### config.mk
export PLATFORM = sky130hd
export DESIGN_NAME = lsu
export DESIGN_NICKNAME = d
export VERILOG_FILES = /design/src/rtl/lsu_pkg.sv /design/src/rtl/lsu_align.sv /design/src/rtl/lsu.sv
export SDC_FILE = /design/constraint.sdc
export NUM_CORES = 1
export LEC_CHECK = 0
export ABC_AREA = 0
export BUFFER_PORTS_ARGS = -buffer_cell sky130_fd_sc_hd__buf_4
export CORE_MARGIN = 2
export CORE_UTILIZATION = 44
export CTS_BUF_LIST = sky130_fd_sc_hd__clkbuf_4 sky130_fd_sc_hd__clkbuf_8 sky130_fd_sc_hd__clkbuf_16
export CTS_CLUSTER_SIZE = 25
export DETAILED_ROUTE_END_ITERATION = 8
export PLACE_DENSITY = 0.87
export SYNTH_ARGS = -nofsm -noshare
export SYNTH_HDL_FRONTEND = slang
export SYNTH_SLANG_ARGS = --single-unit
### constraint.sdc
create_clock -name clk -period 3.3 [get_ports clk]
set_input_delay 0.33 -clock clk [delete_from_list [all_inputs] [get_ports clk]]
set_output_delay 0.33 -clock clk [all_outputs]
set_load 0.1 [all_outputs]
### src/rtl/lsu_pkg.sv
// lsu_pkg: op codes, FSM state encoding and op classification helpers
// shared by the load/store unit and its lane-steering block.
package lsu_pkg;

   localparam logic [7:0] EXE_LB_OP  = 8'h20;
   localparam logic [7:0] EXE_LH_OP  = 8'h21;
   localparam logic [7:0] EXE_LW_OP  = 8'h23;
   localparam logic [7:0] EXE_LBU_OP = 8'h24;
   localparam logic [7:0] EXE_LHU_OP = 8'h25;
   localparam logic [7:0] EXE_SB_OP  = 8'h28;
   localparam logic [7:0] EXE_SH_OP  = 8'h29;
   localparam logic [7:0] EXE_SW_OP  = 8'h2b;

   typedef enum logic [1:0] {
      IDLE = 2'd0,
      BUSY = 2'd1,
      RESP = 2'd2
   } lsu_state_t;

   function automatic logic op_is_load(input logic [7:0] op);
      case (op)
         EXE_LB_OP, EXE_LBU_OP, EXE_LH_OP,
         EXE_LHU_OP, EXE_LW_OP: return 1'b1;
         default:              return 1'b0;
      endcase
   endfunction

   function automatic logic op_is_store(input logic [7:0] op);
      case (op)
         EXE_SB_OP, EXE_SH_OP, EXE_SW_OP: return 1'b1;
         default:                         return 1'b0;
      endcase
   endfunction

   function automatic logic op_misaligned(input logic [7:0] op,
                                          input logic [1:0] lo);
      case (op)
         EXE_LW_OP, EXE_SW_OP:             return lo != 2'b00;
         EXE_LH_OP, EXE_LHU_OP, EXE_SH_OP: return lo[0];
         default:                          return 1'b0;
      endcase
   endfunction

endpackage

### src/rtl/lsu_align.sv
// lsu_align: little-endian store lane steering and load byte/half
// selection with sign or zero extension.
module lsu_align
   import lsu_pkg::*;
(
   input  logic [7:0]  op,
   input  logic [1:0]  lo,
   input  logic [31:0] wdata,
   input  logic [31:0] rdata,
   output logic [3:0]  we,
   output logic [31:0] st_data,
   output logic [31:0] ld_data
);

   logic [7:0]  b;
   logic [15:0] h;

   always_comb begin
      we      = 4'b0000;
      st_data = '0;
      case (op)
         EXE_SB_OP: begin
            we      = 4'b0001 << lo;
            st_data = {4{wdata[7:0]}};
         end
         EXE_SH_OP: begin
            we      = lo[1] ? 4'b1100 : 4'b0011;
            st_data = {2{wdata[15:0]}};
         end
         EXE_SW_OP: begin
            we      = 4'b1111;
            st_data = wdata;
         end
         default: ;
      endcase
   end

   always_comb begin
      b = rdata[7:0];
      case (lo)
         2'd1:    b = rdata[15:8];
         2'd2:    b = rdata[23:16];
         2'd3:    b = rdata[31:24];
         default: b = rdata[7:0];
      endcase
      h       = lo[1] ? rdata[31:16] : rdata[15:0];
      ld_data = rdata;
      case (op)
         EXE_LB_OP:  ld_data = {{24{b[7]}}, b};
         EXE_LBU_OP: ld_data = {24'b0, b};
         EXE_LH_OP:  ld_data = {{16{h[15]}}, h};
         EXE_LHU_OP: ld_data = {16'b0, h};
         default:    ld_data = rdata;
      endcase
   end

endmodule

### src/rtl/lsu.sv
// lsu: load/store unit, IDLE/BUSY/RESP handshake to data memory.
// Define LSU_TIMEOUT_EN to abort BUSY after TIMEOUT_CYCLES with bus_err.
module lsu
   import lsu_pkg::*;
#(
   parameter int TIMEOUT_CYCLES = 255
) (
   input  logic        clk,
   input  logic        rst,
   input  logic        req_valid,
   output logic        req_ready,
   input  logic [7:0]  op,
   input  logic [31:0] addr,
   input  logic [31:0] wdata,
   output logic        resp_valid,
   output logic [31:0] resp_rdata,
   output logic        adel,
   output logic        ades,
   output logic        bus_err,
   output logic [31:0] badvaddr,
   output logic        stall,
   output logic        dm_en,
   output logic [3:0]  dm_we,
   output logic [31:0] dm_addr,
   output logic [31:0] dm_wdata,
   input  logic        dm_ack,
   input  logic [31:0] dm_rdata
);

   lsu_state_t  state, state_n;
   logic [7:0]  op_q;
   logic [31:0] addr_q, wdata_q, rdata_q;
   logic        adel_q, ades_q, berr_q;
   logic        accept, mis, known, busy, resp, tmo;
   logic [3:0]  we;
   logic [31:0] st_data, ld_data;

   assign accept = req_valid && (state == IDLE);
   assign mis    = op_misaligned(op, addr[1:0]);
   assign known  = op_is_load(op) || op_is_store(op);
   assign busy   = (state == BUSY);
   assign resp   = (state == RESP);

`ifdef LSU_TIMEOUT_EN
   localparam int CW = $clog2(TIMEOUT_CYCLES + 1);
   logic [CW-1:0] cnt;

   always_ff @(posedge clk or posedge rst) begin
      if (rst)        cnt <= '0;
      else if (!busy) cnt <= '0;
      else            cnt <= cnt + CW'(1);
   end

   assign tmo     = busy && !dm_ack && (cnt == CW'(TIMEOUT_CYCLES - 1));
   assign bus_err = resp && berr_q;
`else
   logic unused_cfg;
   assign unused_cfg = (TIMEOUT_CYCLES == 0);
   assign tmo        = 1'b0;
   assign bus_err    = 1'b0;
`endif

   always_ff @(posedge clk or posedge rst) begin
      if (rst) state <= IDLE;
      else     state <= state_n;
   end

   always_comb begin
      state_n = state;
      unique case (state)
         IDLE:    if (accept) state_n = (known && !mis) ? BUSY : RESP;
         BUSY:    if (dm_ack || tmo) state_n = RESP;
         RESP:    state_n = IDLE;
         default: state_n = IDLE;
      endcase
   end

   always_ff @(posedge clk or posedge rst) begin
      if (rst) begin
         op_q    <= '0;
         addr_q  <= '0;
         wdata_q <= '0;
         rdata_q <= '0;
         adel_q  <= 1'b0;
         ades_q  <= 1'b0;
         berr_q  <= 1'b0;
      end else if (accept) begin
         op_q    <= op;
         addr_q  <= addr;
         wdata_q <= wdata;
         rdata_q <= '0;
         adel_q  <= mis && op_is_load(op);
         ades_q  <= mis && op_is_store(op);
         berr_q  <= 1'b0;
      end else if (busy) begin
         if (dm_ack) rdata_q <= op_is_load(op_q) ? ld_data : '0;
         if (tmo)    berr_q  <= 1'b1;
      end
   end

   lsu_align u_align (
      .op      (op_q),
      .lo      (addr_q[1:0]),
      .wdata   (wdata_q),
      .rdata   (dm_rdata),
      .we      (we),
      .st_data (st_data),
      .ld_data (ld_data)
   );

   // Held low through rst even if upstream keeps req_valid asserted.
   assign stall      = !rst && (accept || (state != IDLE));
   assign req_ready  = (state == IDLE);
   assign dm_en      = busy;
   assign dm_addr    = busy ? {addr_q[31:2], 2'b00} : '0;
   assign dm_we      = busy ? we : 4'b0000;
   assign dm_wdata   = busy ? st_data : '0;
   assign resp_valid = resp;
   assign resp_rdata = resp ? rdata_q : '0;
   assign adel       = resp && adel_q;
   assign ades       = resp && ades_q;
   assign badvaddr   = (resp && (adel_q || ades_q || berr_q)) ? addr_q : '0;

endmodule

==> results of run 1 <==
[area by class of cell]
class                   instances  area (um2)
fillers                      1178        5010
multi-input cells             548        3090
flip-flops and latches        108        2700
repair buffers                258        1940
clock buffers                   9         225
well taps                     176         220
clock inverters                 7        82.6
inverters                       5        21.3
[layer usage]
| layer | part of all wire, % | vias to the layer above | track usage (%) |
|---|---|---|---|
| met5 | 0 | - | 0 |
| met4 | 2.0 | 0 | 7.41 |
| met3 | 7.7 | 27 | 5.59 |
| met2 | 49 | 258 | 42.2 |
| met1 | 41 | 2710 | 33.2 |
| li1 | - | 2775 | - |
[registers in the layout (all words and copies together), names as in the netlist]
register and flops:
addr_q 32, adel_q 1, ades_q 1, op_q 8
rdata_q 32, state 2, wdata_q 32
[logic make-up (layout without fill, tap and decap cells)]
group	Yosys count	after routing	synth area share, %
buf+inv	55	279	3.97
compound gates	91	91	11.3
other cells	1	3	0.0623
simple gates	420	420	32.3
flops	108	108	44.9
mux	34	34	7.45
[synth_stat cells (all sizes together), types with 2 or more instances]
| cell type | number |
|---|---|
| clkinv | 2 |
| mux4 | 7 |
| a22oi | 8 |
| a221o | 16 |
| mux2 | 16 |
| nor2b | 3 |
| and2 | 106 |
| o22ai | 10 |
| buf | 21 |
| mux2i | 11 |
| o21ai | 4 |
| nor3 | 12 |
| a21oi | 23 |
| clkbuf | 29 |
| nand3b | 2 |
| nor2 | 43 |
| inv | 3 |
| nor4b | 2 |
| nand2 | 240 |
| nand2b | 4 |
| o31ai | 18 |
| nand4b | 3 |
| o22a | 7 |
| dfrtp | 108 |
[report_power, final]
part / switching (W) / internal, W
Combinational: 0.000428 / 0.000307
Sequential: 0.000135 / 0.00146
Clock: 0.000527 / 0.000603
[stage by stage]
step | hold WS, ns | total power, W | instance area [um2] | setup slack, ns | setup TNS (ns)
after CTS | 0.118 | 0.00347 | 8280 | 0.152 | 0
final | 0.0950 | 0.00346 | 8280 | 0.259 | 0
after global routing | 0.150 | 0.00362 | 8280 | 0.105 | 0
after detailed placement | 0.457 | 0.00235 | 7970 | 0.551 | 0
after global placement | 0.452 | 0.00232 | 7970 | 0.548 | 0
after floorplan | 0.435 | 0.00206 | 6020 | -0.148 | -0.295
[how the worst min path moves through the flow]
stage          slack (ns)                    from                 endpoint
6_report              0.1                     rst  rdata_q[14]$_DFFE_PP0P_
5_1_grt              0.15               wdata[26]  wdata_q[26]$_DFFE_PP0P_
4_1_cts              0.12                     rst  rdata_q[14]$_DFFE_PP0P_
3_5_place_dp         0.46  rdata_q[3]$_DFFE_PP0P_   rdata_q[3]$_DFFE_PP0P_
3_3_place_gp         0.45  rdata_q[3]$_DFFE_PP0P_   rdata_q[3]$_DFFE_PP0P_
2_1_floorplan        0.44                 addr[0]    addr_q[0]$_DFFE_PP0P_
[timing repair]
action / in CTS / in global routing
buffers inserted: 0 / 0
resized for setup: 0 / 1
endpoints found under the setup margin: 0 / 8
[cells in the final DEF, fill, tap and decap left out, types with 2 or more instances in the layout]
cell / netlist / routed
conb_1: 1 / 3
nand4b_1: 3 / 3
mux2_2: 16 / 16
inv_1: 3 / 2
mux4_2: 7 / 7
nand2_1: 240 / 239
nor3_1: 11 / 11
a21oi_1: 23 / 22
nor2b_2: 0 / 2
o22a_1: 7 / 7
o22ai_1: 9 / 9
nand2b_1: 4 / 4
dfrtp_1: 108 / 108
o21ai_0: 4 / 4
a22oi_1: 8 / 8
clkinv_1: 2 / 2
a221o_1: 16 / 16
o31ai_1: 18 / 18
nand3b_1: 2 / 2
buf_4: 3 / 258
clkbuf_16: 0 / 9
inv_8: 0 / 2
mux2i_1: 11 / 11
and2_1: 105 / 104
nor2_1: 43 / 43
[worst reg2reg max path, cell delays in order, from the launching register on]
cell and delay, ns:
dfrtp_1 0.66, nor2_1 0.67, nand3b_1 0.46, a21oi_1 0.25
o31ai_1 0.09
==> impl_results.md, run 1 <==
* Arr. time, crit path at roughly 2.7 ns
* Die width at about 120 um
* Peak supply drop at ~0.00027 V
* Non-filler cells, final at around 1100
* Final worst path period share at around 92%
* Vias per cell at approximately 5.2
* Clk sinks at roughly 110
* WL final at 18600 um
* Synthesized flop and latch total at ~110
* Worst hold path type: in2async
* Core area at ~0.013 mm2
* R2r endpoint: rdata_q[7]$_DFFE_PP0P_
* Syn. warnings at 0
* Pin count of the biggest net entering global routing at 66
* Register area share after synthesis at 44.9%
* Worst path buffer plus inverter count at 1
* Yosys cell types at 42
* Endpoints failing setup at 0
* CP Launch Type: flip-flop
* Delay-heaviest family, CP: simple AND/OR/NAND/NOR gates
* Nets at around 1000
* Reg2reg start: op_q[1]$_DFFE_PP0P_
* First-pass GRT wire length at just under 30000 um
* RSZ-0062 raised after global routing: false
* Asr flop ratio synth at 100%
* Crit-path slowest cell: nand4b_1
* CP peak stage delay at roughly 0.54 ns
* Fin Clk Skew at between 0.006 and 0.007 ns
* IO buf count at around 240
* Top Ports at about 250
* Main synth FF type: dfrtp_1
* Grt ovf at 0
* Post-Place Cells at approximately 1100
* Max_cap viols at 0
* Via count at a little under 6000
* Routed length per instance at about 17 um
* Main area contributors after synthesis: dfrtp_1 45%, nand2_1 15%, and2_1 11%
* CTS Buf Count at 9
* Die H at 121 um
* Worst slew pin tran at between 0.8 and 0.9 ns
* N_diodes at 0
* DP HPWL at between 10000 and 15000 um
* Core Util, Final at between 60 and 70%
* CP max FO at 11
* Initial DRC count at roughly 470
* Slew margin rel. at ~44%
* Die ar. at around 0.015 mm2
* Highest clock rate at between 0.3 and 0.4 GHz
* GRT Total Usage at 25.4%
* Flop-to-flop setup slack at around 1.0 ns
* Worst setup endpoint: dm_wdata[7]
* Clock Latency Late Sink at ~0.35 ns
* Slew Limit Fails at 0
* Root Buffer: clkbuf_16
* Final hold vios at 0
* Crit end category: output pin
* Crit path cell chain: nor4b_4 -> nand4b_1 -> a21oi_2 -> and2_1 -> buf_4
* Area grow syn2layout at 37.7%
* Vias in the first global route at around 5500
* Setup crit start: op_q[7]$_DFFE_PP0P_
* CP Data Required Time at a little under 3 ns
* Crit path depth at 5
* Mean Syn Cell Area at 8.48 um2
* Synthesized area at ~0.0060 mm2
* P_leak at around 4.3 nW
* Status: completed
* Placer Congestion at approximately 0.87
* Dominant cell type by area after synthesis: dfrtp_1
* Reg clk slew, reported paths at ~0.08 ns
* WS Path Type: reg2out
* Reg2Reg Depth at 4
* PwrDens at approximately 420 mW/mm2
* Mapped Cells at approximately 710
* # hold bufs at CTS at 0
* TritonCTS clock tree: done
* Clock tree buffer depth at 2
* Post-synth EDFFs at 0
* Initial Utilization at between 40% and 50%
* Period minus WS final at around 3.0 ns
* Yosys top cell area share at between 40 and 50%
* DR pass1 iterations at 5
* DRC viols at 0
* ANT nets after route at 0
* H-Tree Depth at 3
* Layout cells sized above 1 at between 30% and 40%
* Initial antenna violation count at 0
* # rows at between 40 and 50
Power figures use the tool's default switching activity.
==> run 2, diff against run 1 <==
Settings changed: REMOVE_ABC_BUFFERS from default to 1.
==> run 2 against run 1 <==
Compared with the run above: critical path type unchanged; hold slack improved by 0.074 ns; maximum frequency increased by 8.6%; clock skew increased by 0.00088 ns; die area unchanged; global-route usage decreased by 0.81 points; first-iteration DRC count decreased by 13%; combinational power decreased by 2%; final area unchanged; largest power group unchanged; flip-flop and latch count unchanged.
==> impl_results.md, run 2 (synthesis results as in run 1) <==
* Status: completed
* WL final at approximately 18000 um
* Commonest non-fill, non-tap cell in the layout: buf_4
* DR pass1 iterations at 7
* Final hold vios at 0
* Vias per cell at about 5.3
* Logic pwr share at between 20% and 30%
* Final Power at roughly 0.0034 W
* Crit path depth at 5
* Internal Dissipation at between 0.002 and 0.0025 W
* Register area at around 0.0027 mm2
* Slew Limit Fails at 0
* Slew margin rel. at roughly two fifths
* P_leak at between 4 and 5 nW
* CP peak stage delay at around 0.6 ns
* Arr. time, crit path at about 2.5 ns
* Fin Clk Skew at about 0.0077 ns
* Top Ports at between 200 and 250
* Crit end category: output pin
* Pin count of the biggest net entering global routing at between 70 and 80
* WS Path Type: reg2out
* Endpoints failing setup at 0
* Die ar. at 0.0146 mm2
* CP max FO at 8
* Max_cap viols at 0
* RSZ-0062 raised after global routing: false
* Clk sinks at 108
* Initial DRC count at between 400 and 500
* Area grow syn2layout at 37.7%
* Crit path cell chain: nor4b_4 -> nand4b_1 -> a21oi_1 -> and2_1 -> buf_4
* Initial antenna violation count at 0
* Fillers at roughly 1100
* Worst slew pin tran at between 0.9 and 1 ns
* Area of the multi-input gates at approximately 0.0031 mm2
* Seq pwr share at 46.6%
* DP HPWL at 13100 um
* Nets at 1037
* Commonest cells after routing, fill and taps aside: 256 x buf_4, 239 x nand2_1, 108 x dfrtp_1
* Non-filler cells, final at approximately 1100
* Postcts setup bufs at 0
* Highest clock rate at 0.357 GHz
* Root Buffer: clkbuf_16
* TritonCTS clock tree: done
* Reg2Reg Depth at 4
* CTS Buf Count at 9
* # rows at between 40 and 50
* CP Launch Type: flip-flop
* Delay-heaviest family, CP: simple AND/OR/NAND/NOR gates
* First-pass GRT wire length at ~28000 um
* Worst hold path type: in2reg
* Die width at around 120 um
* N_diodes at 0
* PwrDens at 414 mW/mm2
* GRT Total Usage at between 20% and 30%
* Flop-to-flop setup slack at 1.10 ns
* Period minus WS final at 2.80 ns
* Routed length per instance at approximately 16 um
* Setup crit start: op_q[7]$_DFFE_PP0P_
* Post-Place Cells at between 1000 and 1500
* Final worst path period share at around 85%
* Peak supply drop at about 0.00021 V
* Core area at 0.0133 mm2
* Post-CTS sizing at 0
* Vias in the first global route at ~5600
* Layout cells sized above 1 at 32.7%
* Die H at 121 um
* Initial Utilization at between 40% and 50%
* ANT nets after route at 0
* Setup TNS at 0 ns
* Crit-path slowest cell: a21oi_1
* IO buf count at around 240
* Clock tree buffer depth at 2
* # hold bufs at CTS at 0
* Via count at 5893
* Top Registers: addr_q: 32 flops, rdata_q: 32 flops, wdata_q: 32 flops
* Clock Latency Late Sink at 0.35 ns
* Placer Congestion at ~0.86
* Reg clk slew, reported paths at approximately 0.07 ns
* Worst setup endpoint: dm_wdata[1]
* Switching Fraction at roughly 30%
* H-Tree Depth at 3
* Clock Power Share at roughly 33%
* Psw at between 0.001 and 0.0015 W
* Worst path buffer plus inverter count at 1
* DRC viols at 0
* Reg2reg start: op_q[1]$_DFFE_PP0P_
* CP Data Required Time at slightly below 3 ns
* Grt ovf at 0
* R2r endpoint: rdata_q[7]$_DFFE_PP0P_
run 2: power groups by stage:
stage                     sequential, W  clock, W  combinational, W
final                           0.00160   0.00111          0.000718
after CTS                       0.00160   0.00113          0.000721
after detailed placement        0.00162         0          0.000721
after global routing            0.00162   0.00119          0.000795
after floorplan                 0.00159         0          0.000451
after global placement          0.00162         0          0.000702
run 2: per-stage QoR:
stage          cell area (um2)  setup WS, ns  util (%)  hold WS (ns)
2_1_floorplan             5800         -2.92         -         0.435
6_report                  8280         0.499      62.3         0.169
3_3_place_gp              7980         0.894      60.0         0.452
5_1_grt                   8280         0.345      62.3         0.167
3_5_place_dp              7980         0.827      60.0         0.459
4_1_cts                   8280         0.441      62.3         0.157
run 2: final cells by class:
type / instances / share of cell area, %
timing repair buffer: 257 / 23.4
clock inverter: 3 / 0.559
clock buffer: 12 / 3.14
multi-input combinational: 548 / 37.3
inverter: 5 / 0.257
sequential: 108 / 32.6
tap: 176 / 2.66
run 2: worst min-delay path by stage:
stage | from | end | slack (ns) | cells past startpoint
6_report | addr[10] | addr_q[10]$_DFFE_PP0P_ | 0.17 | 3
5_1_grt | wdata[20] | wdata_q[20]$_DFFE_PP0P_ | 0.17 | 3
4_1_cts | wdata[18] | wdata_q[18]$_DFFE_PP0P_ | 0.16 | 3
3_5_place_dp | rdata_q[1]$_DFFE_PP0P_ | rdata_q[1]$_DFFE_PP0P_ | 0.46 | 2
3_3_place_gp | rdata_q[6]$_DFFE_PP0P_ | rdata_q[6]$_DFFE_PP0P_ | 0.45 | 2
2_1_floorplan | addr[0] | addr_q[0]$_DFFE_PP0P_ | 0.44 | 2
run 2: worst reg2reg max path: cells and delay by family (launching register included):
| family | cells | cell delay, ns |
|---|---|---|
| flip-flops | 1 | 0.54 |
| AO/OA/AOI/OAI | 2 | 0.37 |
| AND/OR/NAND/NOR | 2 | 1.18 |
run 2: routing by layer:
metal / vias up / global-route usage [%] / share of wire (%)
met2: 286 / 41.3 / 50
met4: 0 / 7.05 / 1.8
li1: 2782 / - / -
met3: 27 / 5.59 / 8.3
met1: 2798 / 31.7 / 40
met5: - / 0 / 0
==> run 3, diff against run 2 <==
Clock period 3.3 ns to 2.4 ns, I/O delays scaled along.
==> run 3 against run 2 <==
Compared with the run above: critical path depth grew 2; clock power increased by 35%; routed wire length is 2.1% higher; largest power group unchanged.
==> impl_results.md, run 3 (synthesis results as in run 1) <==
* Clk sinks at 108
* WL final at 18500 um
* Crit-path slowest cell: dfrtp_1
* Clock Latency Late Sink at approximately 0.35 ns
* Initial antenna violation count at 0
* Period minus WS final at ~2.3 ns
* CP Data Required Time at ~2.2 ns
* Die ar. at about 0.015 mm2
* Finished Cell Area at 0.00848 mm2
* Status: completed
* Worst hold path type: in2reg
* Slew Limit Fails at 0
* CP max FO at 10
* PwrDens at ~560 mW/mm2
* Hold path depth at 3
* Initial DRC count at between 500 and 600
* Clock tree buffer depth at 2
* Fin Clk Skew at 0.00798 ns
* Area grow syn2layout at 41.0%
* Top Ports at 247
* # rows at 42
* H-Tree Depth at 3
* Grt ovf at 0
* Highest clock rate at roughly 0.43 GHz
* CP peak stage delay at about 0.40 ns
* P_leak at 4.36 nW
* Arr. time, crit path at around 2.1 ns
* Crit end category: output pin
* GRT Total Usage at 25.6%
* Pin count of the biggest net entering global routing at 66
* Non-filler cells, final at 1125
* Endpoints failing setup at 0
* Routed length per instance at approximately 16 um
* Reg2Reg Depth at 5
* Max_cap viols at 0
* Crit path cell chain: nor4b_4 -> nand4b_1 -> buf_6 -> buf_4 -> o21bai_4 -> nor2_2 -> buf_12
* First-pass GRT wire length at 29800 um
* DP HPWL at between 10000 and 15000 um
* DRC viols at 0
* TritonCTS clock tree: done
* Layout cells sized above 1 at 34.2%
* Worst Setup Slack, final at approximately 0.10 ns
* Worst slew pin tran at 1.13 ns
* Final worst path period share at around 96%
* Initial Utilization at between 40% and 50%
* ANT nets after route at 0
* Final hold vios at 0
* Top Registers: addr_q: 32 flops, rdata_q: 32 flops, wdata_q: 32 flops
* CTS Buf Count at 9
* Pre-CTS WS at about 0.25 ns
* Slew margin rel. at between 20% and 30%
* WS Path Type: reg2out
* Reg clk slew, reported paths at ~0.07 ns
* Die H at ~120 um
* Commonest non-fill, non-tap cell in the layout: buf_4
* Via count at just under 6000
* Vias in the first global route at between 5000 and 6000
* IO buf count at about 240
* CP Launch Type: flip-flop
* Peak supply drop at between 0.0002 and 0.0003 V
* RSZ-0062 raised after global routing: false
* Nets at around 1100
* Core area at between 0.01 and 0.015 mm2
* DR pass1 iterations at 5
* Die width at between 100 and 150 um
* Root Buffer: clkbuf_16
* Vias per cell at around 5.3
* Commonest cells after routing, fill and taps aside: 257 x buf_4, 239 x nand2_1, 107 x dfrtp_1
* Area after DPL at between 0.008 and 0.009 mm2
* Core Util, Final at 63.8%
* N_diodes at 0
* Post-Place Cells at roughly 1100
* Placer Congestion at 0.853
[run 3: changes by cell type in the layout (fill, tap and decap cells not counted), sizes merged]
cell	change
buf	+14
clkbuf	-1
clkinv	+1
clkinvlp	+1
dlygate4sd3	+1
[run 3: worst paths after layout]
kind | slack (ns) | startpoint | endpoint
setup / recovery | 0.10 | op_q[7]$_DFFE_PP0P_ | dm_we[0]
hold / removal | 0.08 | addr[7] | addr_q[7]$_DFFE_PP0P_
setup reg to reg | 0.32 | state[0]$_DFFE_PP0P_ | rdata_q[15]$_DFFE_PP0P_
hold reg to reg | 0.47 | rdata_q[6]$_DFFE_PP0P_ | rdata_q[6]$_DFFE_PP0P_
max in group asynchronous | 1.08 | rst | addr_q[20]$_DFFE_PP0P_
min in group asynchronous | 0.54 | rst | rdata_q[17]$_DFFE_PP0P_
[run 3: timing repair]
action,CTS,global route
gates cloned,0,0
setup buffers,2,1
endpoints found under the hold margin,35,0
hold buffers,1,0
resized for setup,3,19
setup endpoints to repair,29,25
pin swaps,2,3
[run 3: critical path, delay by kind of cell (launching register included)]
family / cells / cell delay (ns)
and+or+nand+nor: 3 / 0.60
buffers and inverters: 3 / 0.51
DFF: 1 / 0.40
AOI/OAI and AO/OA: 1 / 0.18
[run 3: stage by stage]
step / hold WS, ns / setup TNS (ns) / total power, W
after global routing: 0.0724 / 0 / 0.00496
after detailed placement: 0.360 / 0 / 0.00324
final: 0.0777 / 0 / 0.00473
after global placement: 0.350 / 0 / 0.00321
after CTS: 0.0643 / 0 / 0.00474
after floorplan: 0.345 / -445.13 / 0.00280
[run 3: area by class of cell]
class / instances / area, um2
Clock buffer: 11 / 240
Sequential cell: 108 / 2700
Fill cell: 1117 / 4810
Multi-Input combinational cell: 548 / 3110
Clock inverter: 5 / 52.6
Inverter: 5 / 25.0
Tap cell: 176 / 220
Timing Repair Buffer: 272 / 2130
[run 3: routing by layer]
| metal | vias up | part of all wire, % | GRT usage, % | wire [um] |
|---|---|---|---|---|
| met2 | 256 | 50 | 42.4 | 9260 |
| met5 | - | 0 | 0 | 0 |
| met4 | 0 | 1.6 | 10.4 | 294 |
| li1 | 2804 | - | - | - |
| met3 | 23 | 7.7 | 5.08 | 1420 |
| met1 | 2886 | 41 | 32.8 | 7580 |
[run 3: report_power, final]
part / internal (W) / leakage (nW) / total, W / switching (W)
sequential: 0.00200 / 1.38 / 0.00217 / 0.000168
combinational: 0.000453 / 2.83 / 0.00106 / 0.000604
clock: 0.000829 / 0.146 / 0.00150 / 0.000675
total: 0.00329 / 4.36 / 0.00473 / 0.00145
